--- config.mk ---
export PLATFORM = sky130hd
export DESIGN_NAME = mult_div_unit
export DESIGN_NICKNAME = d
export VERILOG_FILES = /design/src/rtl/mult_div_unit.sv
export SDC_FILE = /design/constraint.sdc
export NUM_CORES = 1
export LEC_CHECK = 0
export ABC_AREA = 1
export BUFFER_PORTS_ARGS = -buffer_cell sky130_fd_sc_hd__buf_4
export CAP_MARGIN = 10
export CORE_ASPECT_RATIO = 1.75
export CORE_MARGIN = 2
export CORE_UTILIZATION = 55
export DETAILED_ROUTE_END_ITERATION = 7
export GPL_TIMING_DRIVEN = 0
export HOLD_SLACK_MARGIN = 0.02
export PLACE_DENSITY = 0.75
export RECOVER_POWER = 100
export SLEW_MARGIN = 25
export SYNTH_ARGS = -nofsm -noshare
export SYNTH_HDL_FRONTEND = slang
export SYNTH_SLANG_ARGS = --single-unit
--- constraint.sdc ---
create_clock -name clk -period 17.7 [get_ports clk]
set_input_delay 3.54 -clock clk [delete_from_list [all_inputs] [get_ports clk]]
set_output_delay 3.54 -clock clk [all_outputs]
set_load 0.1 [all_outputs]
--- src/rtl/mult_div_unit.sv ---
// Iterative HI/LO multiply/divide unit: shift-add MULT/MULTU, restoring DIV/DIVU, MTHI/MTLO.
// Define MDU_DIV_EN to compile in the divider; otherwise DIV/DIVU are treated as reserved ops.
module mult_div_unit (
   input  logic        clk,
   input  logic        reset,
   input  logic        start,
   input  logic [2:0]  op,
   input  logic [31:0] rs_data,
   input  logic [31:0] rt_data,
   input  logic        flush,
   output logic        busy,
   output logic        done,
   output logic [31:0] hi,
   output logic [31:0] lo
);

   typedef enum logic [1:0] {IDLE, MUL, DIV, FIX} state_t;

   state_t      state;
   logic [5:0]  count;
   logic [63:0] acc;
   logic [31:0] opb;
   logic        neg_main;
`ifdef MDU_DIV_EN
   logic        neg_rem;
   logic        is_div;
`endif

   function automatic logic [31:0] mag32(input logic [31:0] v, input logic sgn);
      mag32 = (sgn && v[31]) ? (~v + 32'd1) : v;
   endfunction

   function automatic logic [31:0] neg32(input logic [31:0] v, input logic en);
      neg32 = en ? (~v + 32'd1) : v;
   endfunction

   function automatic logic [63:0] neg64(input logic [63:0] v, input logic en);
      neg64 = en ? (~v + 64'd1) : v;
   endfunction

   logic        op_signed, op_mul, op_mthi, op_mtlo;
   logic [32:0] mul_sum;
   logic [63:0] mul_next;

   assign op_signed = ~op[0];
   assign op_mul    = (op[2:1] == 2'b00);
   assign op_mthi   = (op == 3'b100);
   assign op_mtlo   = (op == 3'b101);

   // acc holds {partial product, unconsumed multiplier bits}; add then shift right
   assign mul_sum  = {1'b0, acc[63:32]} + {1'b0, (acc[0] ? opb : 32'd0)};
   assign mul_next = {mul_sum, acc[31:1]};

`ifdef MDU_DIV_EN
   logic        op_div, div_zero;
   logic [33:0] div_trial;
   logic [63:0] div_next;

   assign op_div    = (op[2:1] == 2'b01);
   assign div_zero  = (rt_data == 32'd0);
   // acc holds {partial remainder, dividend/quotient}; trial-subtract the shifted remainder
   assign div_trial = {1'b0, acc[63:31]} - {2'b00, opb};
   assign div_next  = div_trial[33] ? {acc[62:0], 1'b0}
                                    : {div_trial[31:0], acc[30:0], 1'b1};
`endif

   assign busy = (state != IDLE);

   always_ff @(posedge clk or posedge reset) begin
      if (reset) begin
         state    <= IDLE;
         count    <= 6'd0;
         acc      <= 64'd0;
         opb      <= 32'd0;
         neg_main <= 1'b0;
`ifdef MDU_DIV_EN
         neg_rem  <= 1'b0;
         is_div   <= 1'b0;
`endif
         hi       <= 32'd0;
         lo       <= 32'd0;
         done     <= 1'b0;
      end else begin
         done <= 1'b0;
         case (state)
            IDLE: begin
               if (start && !flush) begin
                  if (op_mul) begin
                     acc      <= {32'd0, mag32(rs_data, op_signed)};
                     opb      <= mag32(rt_data, op_signed);
                     neg_main <= op_signed & (rs_data[31] ^ rt_data[31]);
`ifdef MDU_DIV_EN
                     is_div   <= 1'b0;
`endif
                     count    <= 6'd0;
                     state    <= MUL;
                  end
`ifdef MDU_DIV_EN
                  else if (op_div) begin
                     // A zero divisor keeps the raw dividend so it falls out unchanged as the remainder
                     acc      <= {32'd0, div_zero ? rs_data : mag32(rs_data, op_signed)};
                     opb      <= mag32(rt_data, op_signed);
                     neg_main <= op_signed & ~div_zero & (rs_data[31] ^ rt_data[31]);
                     neg_rem  <= op_signed & ~div_zero & rs_data[31];
                     is_div   <= 1'b1;
                     count    <= 6'd0;
                     state    <= DIV;
                  end
`endif
                  else if (op_mthi) begin
                     hi <= rs_data;
                  end else if (op_mtlo) begin
                     lo <= rs_data;
                  end
               end
            end
            MUL: begin
               if (flush) begin
                  state <= IDLE;
               end else begin
                  acc   <= mul_next;
                  count <= count + 6'd1;
                  if (count == 6'd31) state <= FIX;
               end
            end
`ifdef MDU_DIV_EN
            DIV: begin
               if (flush) begin
                  state <= IDLE;
               end else begin
                  acc   <= div_next;
                  count <= count + 6'd1;
                  if (count == 6'd31) state <= FIX;
               end
            end
`endif
            FIX: begin
               if (!flush) begin
`ifdef MDU_DIV_EN
                  if (is_div) begin
                     lo <= neg32(acc[31:0], neg_main);
                     hi <= neg32(acc[63:32], neg_rem);
                  end else begin
                     {hi, lo} <= neg64(acc, neg_main);
                  end
`else
                  {hi, lo} <= neg64(acc, neg_main);
`endif
                  done <= 1'b1;
               end
               state <= IDLE;
            end
            default: state <= IDLE;
         endcase
      end
   end

endmodule
Word-level counts from Yosys, hierarchy flattened
Index checks and enable logic that the tools add are counted.
Cells by class
  reductions and logical operators: 14
  $add $sub $neg: 5
  mux-type cells: 30
  equal/unequal tests: 14
  bitwise logic cells: 6
Operator list (number)
  $mux 32: 12
  $mux 64: 4
  $pmux 32 s2: 2
  $pmux 64 s2: 1
  $add 32x1->32 const B: 2
  $add 64x1->64 const B: 1
  $not 32->32: 2
  $not 64->64: 1
  $add 32x32->33: 1
  $mux 6: 3
  $ne 2x2->1 const B: 8
  $pmux 6 s2: 1
  $mux 2: 4
  $add 6x1->6 const B: 1
  $eq 3x3->1 const B: 2
  $eq 6x5->1 const B: 1
  $reduce_and 3->1: 2
  $reduce_and 6->1: 1
  $reduce_bool 2->1: 3
  $reduce_and 5->1: 1
  $logic_not 2->1: 2
  $pmux 2 s2: 1
  $reduce_and 4->1: 1
  $logic_and 1x1->1: 3
  8 further kinds: 9
Storage, ports and cells
  register bits: 170
  output and inout port bits: 66
  logic and storage cells: 77

Longest topological paths before layout
  word-level depth: 6
  gate-level depth with buffers: 19
  gate-level depth less buffers: 17

Least setup slack after synthesis
No wires, ideal clock.
  path type: input -> register
  start: in rs_data[1]
  end: reg acc[20]
  cell stages on the path: 12
  path slack: 12.919 ns
  required time: 17.580 ns
  arrival time: 4.661 ns
  library setup time: 0.120 ns
  cell sequence: inv_1 ha_1 nand3_2 nor2_2 nand2_1 nand2_2 nand2_2 inv_1 nand2_1 inv_1 nand2_1 a31o_2
On the way
  word-level cells in the longest chain between the ends: 6
RTL lines
  from (decl): line 8  | input logic [31:0] rs_data,
  $not 32->32: line 30  | mag32 = (sgn && v[31]) ? (~v + 32'd1) : v;
  $add 32x1->32: line 30
  $mux 32: line 30
  $mux 64: line 88  | if (op_mul) begin
  $mux 64: line 87  | if (start && !flush) begin
  $pmux 64 s2: line 85  | case (state)
  to (signal assigned): line 89  | acc <= {32'd0, mag32(rs_data, op_signed)};
  to (signal assigned): line 121  | acc <= mul_next;
  to (decl): line 21  | logic [63:0] acc;
Every way passes these cells. The select of a mux whose other input is x is not followed.
A chain may end at the register's enable or synchronous reset.

Final worst setup path
  start: in flush
  end: reg acc[13]
On the way
  word-level cells in the longest chain between the ends: 4
  elaborated cells on any way between the ends: 5
RTL lines
  from (decl): line 10  | input logic flush,
  $logic_not 1->1
  $logic_and 1x1->1: line 87
  $ne 2x2->1 (no line)
  $reduce_and 4->1 (no line) (*)
Every way passes the cells marked *; elsewhere a longest branch is shown, timed or not.

==> metrics.md <==
| Metric | Value |
|---|---|
| CTS root buffer | clkbuf_16 |
| Number of top-level pins | 137 |
| Initial antenna violation count | 3 |
| RSZ-0062 raised after global routing | no |
| Die Wd | 121 um |
| Mean Syn Cell Area | 6.36 um2 |
| Max-cap violations | 1 |
| Critical Path Start Type | input port |
| GRT Util Overall | 48.8% |
| Post-CTS resize count | 0 |
| GPL Wtd Cong | 1.06 |
| Share of cells above drive strength 1 | 7.53% |
| Max Root-Sink Buffers | 2 |
| DRT Pass-1 Iters | 6 |
| Chip height | 210 um |
| Setup Slack @ Placement | 12260 ps |
| Wirelength per Cell | 23.4 um |
| FF+latch count, synth | 170 |
| Net switching power | 1.14 mW |
| CTS Hold Buffers Added | 0 |
| Max_slew headroom | -129% |
| Max-slew violations | 74 |
| Hold Crit Class | register to register |
| Number of flops mapped to enable cells by yosys | 0 |
| Internal cell power | 0.946 mW |
| Setup bufs post-CTS | 0 |
| Gate power share | 51.4% |
| Setup WS post-layout | 11850 ps |
| Slew @ Worst Pin | 3420 ps |
| Area growth from synthesis to layout | 13.0% |
| Remaining antenna violation count | 0 |
| Crit-path max FO | 10 |
| Clock network fraction of total power | 19.1% |
| Final Hold Fails | 0 |
| GRT overflow | 0 |
| Total CTS buffers | 17 |
| DPL Wire Length | 46500 um |
| Num Clock Sinks | 170 |
| Initial DRC count | 1628 |
| Crit path time final | 5850 ps |
| Hold path depth | 2 |
| Final-stage net count | 2354 |
| Sequential share of power | 29.5% |
| Maximum VDD drop | 0.0808 mV |
| H-tree depth | 4 |
| Starting Density | 55.7% |
| PwrDens | 139 nW/um2 |
| CTS tree | built |
| Post-Syn Area | 13300 um2 |
| Post-synth top cells | nand2_1, nor2_1, inv_1 |
| CTS clk-pin slew, worst paths | 70 ps |
| P_leak | 7.50 nW |
| Top-count cell post-synth | nand2_1 |
| Non-Filler Instances | 2568 |
| Skew-Pair Late Insertion Delay | 490 ps |
| Final Skew | 8.95 ps |
| Setup violators final | 0 |
| Final worst path period share | 33.0% |
| Post-Synthesis Cells | 2090 |
| Area leader, netlist | dfrtp_1 |
| Status | finished with violations |
| Post-synth top area share | 32.0% |
| Failing checks | max-capacitance violations, max-slew violations |
| Switching Fraction | 54.6% |
| Cell Rows | 75 |
| Post-synth ARST share | 100% |
| CP arrival | 6130 ps |
| First-pass GRT wire length | 90100 um |
| Die area | 25500 um2 |
| Vias in the first global route | 15400 |
| Core ar. | 23800 um2 |
| Warnings from Yosys | 0 |
| DP Cell Count | 2535 |
| FMAX | 171 MHz |
| Worst Reg2Reg Path Length in Cells | 7 |
| Predominant post-synthesis flop cell | dfrtp_1 |
| Register area share after synthesis | 32.0% |
| Number of remaining DRC errors | 0 |
| Largest net degree at the start of global routing | 98 |
| Vias | 15400 |
| Setup TNS | 0 ps |
| Crit. End Element | register |
| WL final | 60100 um |
| Critical path class | input port to register |
| Input/output buffers | 136 |
| Unique masters post-synth | 54 |
| Vias per cell | 6.00 |
| CP required | 17980 ps |
| Syn Nets | 2198 |
| Final Power | 2.08 mW |
| Dominant cells by area after synthesis | dfrtp_1, nand2_1, nor2_1, nand3_1, inv_1 |
-- metrics by stage --
stage,area (um2),hold slack [ps],util [%]
2_1_floorplan,13300,449,-
3_3_place_gp,14700,466,61.6
3_5_place_dp,14700,467,61.8
4_1_cts,15300,486,64.2
5_1_grt,15000,507,63.0
6_report,15000,482,63.0
-- power by group through the flow --
stage               Combinational (mW)  Clock, mW  Sequential [mW]
CTS                               1.08      0.392            0.609
detailed placement                1.08          0            0.616
global route                      1.15      0.407            0.622
global placement                  1.06          0            0.614
floorplan                        0.501          0            0.878
finish                            1.07      0.398            0.615
-- path summary, 6_finish.rpt --
| check | slack [ps] | from | to |
|---|---|---|---|
| hold / removal | 480 | lo[10] | lo[10] |
| min in group asynchronous | 4060 | reset | lo[17] |
| hold reg to reg | 480 | lo[10] | lo[10] |
| setup / recovery | 11850 | flush | acc[13] |
| max in group asynchronous | 12100 | reset | acc[52] |
| setup reg to reg | 14320 | state[1] | acc[13] |
-- registers in the layout, indices dropped and copies added (netlist names) --
register  cells
acc          64
hi           32
lo           32
opb          32
count         6
state         2
done          1
neg_main      1
-- routing by layer --
metal,wire length (um),vias up,GRT usage [%]
met2,28600,898,79.2
met4,8400,6,54.3
met5,31,-,0
met3,5210,430,15.8
li1,-,7069,-
met1,17900,7014,44.4
-- final cells by class --
| class | instances | area, um2 |
|---|---|---|
| Multi-Input combinational cell | 1579 | 7660 |
| Antenna cell | 1 | 2.50 |
| Inverter | 274 | 1030 |
| Clock inverter | 14 | 160 |
| Fill cell | 2457 | 8830 |
| Sequential cell | 170 | 4250 |
| Buffer | 67 | 290 |
| Timing Repair Buffer | 137 | 793 |
| Tap cell | 308 | 385 |
| Clock buffer | 18 | 429 |
-- placed cells by master, fill, tap and decap left out, drive strengths merged, types with 3 or more instances in the layout --
cell    Yosys  layout
buf        39      87
o221ai     21      21
and2        3       3
ha         36      36
inv       273     279
o21bai     11      11
o21ai     131     131
nor3       12      12
clkinv      1       5
or2         6       6
nand4      14      14
o211ai      4       4
nand2     556     556
a21oi     114     114
clkbuf     28     135
o22ai      17      17
xor2       29      29
nor4        5       5
dfrtp     170     170
nand3b     10      10
o31ai       3       3
nor2      369     369
a31oi      20      20
nand3     205     205
-- cell families after synthesis --
kind of cell               after synthesis  synth area share, %
and+or+nand+nor                       1181                 38.1
buffers and inverters                  341                 10.1
AOI/OAI and AO/OA                      331                 14.3
DFF                                    170                 32.0
adders and majority gates               37                 3.54
xor gates and xnor gates                30                 1.98
-- worst max-delay path: stages --
cell and delay (ps):
clkbuf_1 120, nor2_1 640, inv_1 330, nand2_1 250, clkbuf_1 910, o221ai_1 330
(Power assumes the default switching activity.)
